## src/rtl/shift_pkg.sv

```systemverilog
// Shared definitions for the sequential shifter.
//   WORD_W / AMT_W : operand and shift-distance widths
//   shift_op_e     : 2-bit operation encoding seen on the shift_op port
//   state_e        : sequencer FSM states
//   step_carry()   : bit that leaves the word on a single 1-bit step
package shift_pkg;

    localparam int unsigned WORD_W = 32;
    localparam int unsigned AMT_W  = 5;

    typedef enum logic [1:0] {
        SH_NONE = 2'b00,
        SH_LSL  = 2'b01,
        SH_LSR  = 2'b10,
        SH_ASR  = 2'b11
    } shift_op_e;

    typedef enum logic [1:0] {
        StIdle  = 2'b00,
        StShift = 2'b01,
        StDone  = 2'b10
    } state_e;

    // Left shifts lose the MSB, right shifts (logical or arithmetic) lose the LSB.
    function automatic logic step_carry(input logic [WORD_W-1:0] word, input shift_op_e op);
        logic c;
        if (op == SH_LSL) begin
            c = word[WORD_W-1];
        end else begin
            c = word[0];
        end
        return c;
    endfunction

endpackage

```

## src/rtl/shift_seq_step.sv

```systemverilog
// Combinational single-bit shifter.
//   shift_in  : word to be stepped
//   shift_op  : SH_NONE passes through, SH_LSL/SH_LSR fill with 0, SH_ASR keeps the sign
//   shift_out : word after one 1-bit step
module shift_seq_step
    import shift_pkg::*;
(
    input  logic [WORD_W-1:0] shift_in,
    input  logic [1:0]        shift_op,
    output logic [WORD_W-1:0] shift_out
);

    always_comb begin
        shift_out = shift_in;
        unique case (shift_op_e'(shift_op))
            SH_LSL:  shift_out = {shift_in[WORD_W-2:0], 1'b0};
            SH_LSR:  shift_out = {1'b0, shift_in[WORD_W-1:1]};
            SH_ASR:  shift_out = {shift_in[WORD_W-1], shift_in[WORD_W-1:1]};
            default: shift_out = shift_in;
        endcase
    end

endmodule

```

## src/rtl/shift_seq.sv

```systemverilog
// Multi-cycle shifter: one accepted request is shifted one bit per cycle.
//   clk, rst_n : clock and synchronous active-low reset
//   start      : request, taken only while ready is high
//   shift_in   : operand, shift_op : operation, shift_amt : distance 0..31
//   carry_in   : carry reported when no bits are shifted
//   ready      : idle and able to accept
//   done       : one-cycle pulse, shift_out/carry_out valid
//   shift_out  : result register, carry_out : last bit shifted out
// Results live in a separate output register that is only written on the way
// into DONE, so a running operation never disturbs the previous result.
module shift_seq
    import shift_pkg::*;
(
    input  logic              clk,
    input  logic              rst_n,
    input  logic              start,
    input  logic [WORD_W-1:0] shift_in,
    input  logic [1:0]        shift_op,
    input  logic [AMT_W-1:0]  shift_amt,
    input  logic              carry_in,
    output logic              ready,
    output logic              done,
    output logic [WORD_W-1:0] shift_out,
    output logic              carry_out
);

    localparam logic [AMT_W-1:0] CntOne = AMT_W'(1);

    state_e            state_q, state_d;
    logic [WORD_W-1:0] work_q, work_d;
    shift_op_e         op_q, op_d;
    logic [AMT_W-1:0]  cnt_q, cnt_d;
    logic              carry_q, carry_d;
    logic [WORD_W-1:0] out_q, out_d;
    logic              cout_q, cout_d;

    logic [WORD_W-1:0] step_word;
    logic              step_c;

    shift_seq_step u_step (
        .shift_in  (work_q),
        .shift_op  (op_q),
        .shift_out (step_word)
    );

    // Carry comes from the word before the step is applied.
    assign step_c = step_carry(work_q, op_q);

    always_comb begin
        state_d = state_q;
        work_d  = work_q;
        op_d    = op_q;
        cnt_d   = cnt_q;
        carry_d = carry_q;
        out_d   = out_q;
        cout_d  = cout_q;

        unique case (state_q)
            StIdle: begin
                if (start) begin
                    work_d  = shift_in;
                    op_d    = shift_op_e'(shift_op);
                    cnt_d   = shift_amt;
                    carry_d = carry_in;
                    if ((shift_amt == '0) || (shift_op_e'(shift_op) == SH_NONE)) begin
                        // Pass-through: result is ready immediately.
                        state_d = StDone;
                        out_d   = shift_in;
                        cout_d  = carry_in;
                    end else begin
                        state_d = StShift;
                    end
                end
            end
            StShift: begin
                work_d  = step_word;
                carry_d = step_c;
                cnt_d   = cnt_q - CntOne;
                if (cnt_q == CntOne) begin
                    // Last step: publish straight from the stepper output.
                    state_d = StDone;
                    out_d   = step_word;
                    cout_d  = step_c;
                end
            end
            StDone: begin
                state_d = StIdle;
            end
            default: begin
                state_d = StIdle;
            end
        endcase
    end

    always_ff @(posedge clk) begin
        if (!rst_n) begin
            state_q <= StIdle;
            work_q  <= '0;
            op_q    <= SH_NONE;
            cnt_q   <= '0;
            carry_q <= 1'b0;
            out_q   <= '0;
            cout_q  <= 1'b0;
        end else begin
            state_q <= state_d;
            work_q  <= work_d;
            op_q    <= op_d;
            cnt_q   <= cnt_d;
            carry_q <= carry_d;
            out_q   <= out_d;
            cout_q  <= cout_d;
        end
    end

    assign ready     = (state_q == StIdle);
    assign done      = (state_q == StDone);
    assign shift_out = out_q;
    assign carry_out = cout_q;

endmodule

```

## config.mk

```make
export PLATFORM = sky130hd
export DESIGN_NAME = shift_seq
export DESIGN_NICKNAME = d
export VERILOG_FILES = /design/src/rtl/shift_pkg.sv /design/src/rtl/shift_seq_step.sv /design/src/rtl/shift_seq.sv
export SDC_FILE = /design/constraint.sdc
export NUM_CORES = 1
export LEC_CHECK = 0
export BUFFER_PORTS_ARGS = -buffer_cell sky130_fd_sc_hd__buf_4
export CORE_MARGIN = 4
export CORE_UTILIZATION = 50
export DETAILED_ROUTE_END_ITERATION = 8
export PLACE_DENSITY = 0.87
export RECOVER_POWER = 50
export SLEW_MARGIN = 10
export SYNTH_ARGS = -nofsm -noshare
export SYNTH_HDL_FRONTEND = slang
export SYNTH_SLANG_ARGS = --single-unit
```

## constraint.sdc

```tcl
create_clock -name clk -period 1.85 [get_ports clk]
set_input_delay 0.0925 -clock clk [delete_from_list [all_inputs] [get_ports clk]]
set_output_delay 0.0925 -clock clk [all_outputs]
set_load 0.01 [all_outputs]
```

==> results <==
- Counting along the longest clock path gives a buffer depth of 2.
- Static timing analysis puts the maximum clock frequency at 566.2 MHz.
- The total overflow left after global routing is 0.
- The repair_antennas step left the layout with diodes totalling 0.
- The pre-CTS setup slack is 0.004751 ns.
- In the routed layout, each cell is associated on average with a via count of 6.099.
- The number of different library cells used by synthesis comes to 43.
- On the worst path, the slowest cell contributes a delay of 0.45 ns.
- The standard-cell row count is 32.
- The critical path startpoint category is a flip-flop.
- The via count of the first global-routing pass was 3568.
- In the final layout, the share of cells above drive strength 1 is 18.18%.
- The run finished with clean final reports.
- At the pin with the least slew margin, the transition time is 0.4829 ns.
- The maximum number of pins on one net before global-route repair is 39.
- The first-pass GRT wire length is 17620 µm.
- The floorplan step defined a die boundary enclosing 9364 µm².
- The number of slew-limit violations in the final report is 0.
- The number of endpoints with negative hold slack in the final report is 0.
- In the final timing run, aggregate negative setup slack is 0 ns.
- In this design, the critical path's most frequently occurring cell is sky130_fd_sc_hd__buf_4.
- The critical path contains buffers and inverters numbering 2 combined.
- The area of all sequential standard cells is 1483 µm².
- The detailed-placement wirelength estimate is 7162 µm.
- The weighted congestion reported at the end of routability-driven placement is 0.8168.
- Dividing the final minimum period by the clock period gives 95.46%.
- The number of nets in the layout is 546.
- The initial antenna violation count was 0.
- For this run, design rule violations remaining after detail routing come to 0.
- In this run the remaining antenna-violating nets after routing total 0.
- The core region is 7687 µm².
- The worst setup path is captured at a flip-flop.
- The number of search-and-repair iterations in the first detailed-routing pass is 6.
- Dividing the detail-routed wire length by the instance count gives 17.44 µm.
- Summing over every cut layer, the via total after detailed routing is 3708.
- Once routing completed, OpenROAD measured the worst setup slack at 0.08395 ns.
- Once the floorplan was initialized, standard cells occupied 51.25% of the core.
- The largest area contributor in the synthesized netlist is sky130_fd_sc_hd__dfxtp_1.
- The static leakage is 2.325 nW.
- Clock tree synthesis selected as its root buffer the cell sky130_fd_sc_hd__clkbuf_8.
- After clock tree synthesis, the clock-pin slew on the worst setup and hold paths is 0.08 ns.
- The cell family contributing the most delay on the critical path is compound AO/OA/AOI/OAI gates.
- Walking the worst path, the cells encountered are buf_4, or3b_1, buf_4, o211ai_1, o211a_1.
- Setup repair after global routing left no endpoint under its margin.
- By area the synthesized netlist is led by sky130_fd_sc_hd__dfxtp_1 (38%), sky130_fd_sc_hd__o211a_1 (14%), sky130_fd_sc_hd__mux2i_1 (9.1%).
- TritonCTS built the clock tree.
- In this run the number of H-tree levels came out at 3.
- The required time of the critical path is 2.14 ns.
- The number of standard cells after synthesis is 434.
- The async set or reset register ratio after synthesis is 0%.
- The number of failing setup endpoints in the final timing report is 0.
- The core occupancy in the finished layout is 62.06%.
- Power spread over the standard cell area amounts to 914.1 nW/µm².
- The critical-path cell with the highest stage delay is sky130_fd_sc_hd__or3b_1.
- Across the run, the number of max-cap violations was 0.
- The hold buffer count at cts is 0.
- The detailed router finished its first iteration with 231 violations.
- The number of buffer cells added on primary ports is 77.
- Measured along the x axis, the die boundary spans 96.77 µm.
- The sum of routed wire length over all layers is 10600 µm.
- Relative to the synthesized area, the layout overhead comes to 21.09%.
- Data on the critical path arrives at its endpoint at 2.06 ns.
- The commonest non-fill, non-tap cell in the layout is sky130_fd_sc_hd__dfxtp_1.
- The final clock skew is 0.01173 ns.
- The worst setup path is of the reg2reg kind.
- The proportion of synthesized chip area in sequential cells is 37.60%.
- Counting the buffers created by CTS gives 9.
- For this design, the sink count on the clock tree is 74.
- The clock network latency to the later pin of the worst-skew pair is 0.35 ns.
- The floorplan step set the die height to 96.77 µm.
- The number of ports placed on the die boundary is 78.
- Yosys mapped a number of flops with a built-in enable equal to 0.
- The post-synthesis average cell area is 9.078 µm².
- The worst path needs 1.766 ns of the cycle, external delays included.
- The net count after synthesis is 479.
- IR analysis of the VDD net gives a maximum drop of 429.4 µV.
- The path type of the worst min-delay path is in2reg.
- The most used flip-flop cell after synthesis is sky130_fd_sc_hd__dfxtp_1.
- The synthesis-stage register bit count is 74.
- In this run the tightest slew margin relative to its limit is 67.77%.
- In this run the cell area of the synthesized design comes to 3940 µm².
- Along the worst path, the maximum fanout reaches 13.
- The overall power after layout is 4.361 mW.
- The filler cell count is 680.
- In the layout the commonest cells are sky130_fd_sc_hd__dfxtp_1 (73), sky130_fd_sc_hd__buf_4 (59), sky130_fd_sc_hd__o211a_1 (56).
- The Yosys step of the flow raised 0 warnings.
- Global routing consumed, over all layers together, 22.33% of the routing resources.
- In this run the biggest area consumer among cell types represents 37.60% of the synthesized area.
- The footprint of the multi-input gates is 2277 µm².
[power breakdown]
part           switching [mW]  internal [mW]  total [mW]
logic                   0.576          0.490        1.07
clock network           0.639          0.762        1.40
registers               0.134           1.76        1.89
[final timing paths]
path | depth (start not counted) | from | endpoint | slack [ns]
min reg2reg | 2 | shift_out[31]$_SDFFE_PN0P_ | shift_out[31]$_SDFFE_PN0P_ | 0.47
max | 5 | state_q[0]$_SDFFE_PN0P_ | work_q[2]$_SDFFE_PN0P_ | 0.08
max reg2reg | 5 | state_q[0]$_SDFFE_PN0P_ | work_q[2]$_SDFFE_PN0P_ | 0.08
min | 3 | shift_op[1] | op_q[1]$_SDFFE_PN0P_ | 0.03
[synth_stat cells, types with 2 or more instances]
cell and count:
sky130_fd_sc_hd__a211oi_1 5, sky130_fd_sc_hd__a21oi_1 7, sky130_fd_sc_hd__a2bb2oi_1 2, sky130_fd_sc_hd__buf_1 8
sky130_fd_sc_hd__buf_2 16, sky130_fd_sc_hd__clkbuf_1 17, sky130_fd_sc_hd__clkbuf_2 2, sky130_fd_sc_hd__dfxtp_1 74
sky130_fd_sc_hd__ha_1 2, sky130_fd_sc_hd__inv_1 4, sky130_fd_sc_hd__mux2i_1 36, sky130_fd_sc_hd__nand2_1 43
sky130_fd_sc_hd__nand2b_1 30, sky130_fd_sc_hd__nand3_1 31, sky130_fd_sc_hd__nor2_1 8, sky130_fd_sc_hd__nor2b_1 2
sky130_fd_sc_hd__nor3_1 2, sky130_fd_sc_hd__nor3b_1 2, sky130_fd_sc_hd__o211a_1 56, sky130_fd_sc_hd__o211ai_1 31
sky130_fd_sc_hd__o21ai_0 4, sky130_fd_sc_hd__o221ai_1 2, sky130_fd_sc_hd__or3_1 28, sky130_fd_sc_hd__or3b_1 2
sky130_fd_sc_hd__or4_1 2
[what timing repair did]
action                                  CTS  global route
cloned                                    0             0
pin swaps                                 0             2
gates resized for setup                   1             5
setup buffers                             0             0
endpoints found under the setup margin   27            30
[registers in the layout, summed over array words and instances (netlist names)]
| signal | count |
|---|---|
| carry_out | 1 |
| shift_out | 32 |
| op_q | 2 |
| cnt_q | 5 |
| work_q | 32 |
| state_q | 2 |
[metrics by stage]
stage	hold WS [ns]	instance area (µm²)	cells
global route	0.03600	4771	608
CTS	0.02108	4892	608
detailed placement	0.3907	4669	592
finish	0.03479	4771	608
global placement	0.3836	4669	592
floorplan	0.2285	3940	434
[tightest hold or removal path: stages]
cell and delay [ns]:
sky130_fd_sc_hd__buf_4 0.13, sky130_fd_sc_hd__nand2_1 0.05, sky130_fd_sc_hd__a21oi_1 0.06
[cell type report]
cell class	instances	share of cell area, %
clock buffer	10	2.675
sequential	74	31.08
tap	102	2.675
timing repair buffer	100	13.61
multi-input combinational	312	47.73
clock inverter	6	1.915
inverter	4	0.3147
[cell families (layout without fill, tap and decap cells)]
logic type	after synthesis	in the layout	share of synthesized area, %
compound gates	118	118	26.29
mux	36	36	9.146
buf+inv	48	120	5.335
simple gates	156	156	20.99
flops	74	74	37.60
fa+ha+maj	2	2	0.6350
[per-layer routing]
layer	global-route usage [%]	share of wire, %
met1	29.36	43
met2	35.93	48
met3	5.263	6.8
met4	7.775	2.3
met5	0	0
Power figures use the tool's default switching activity.
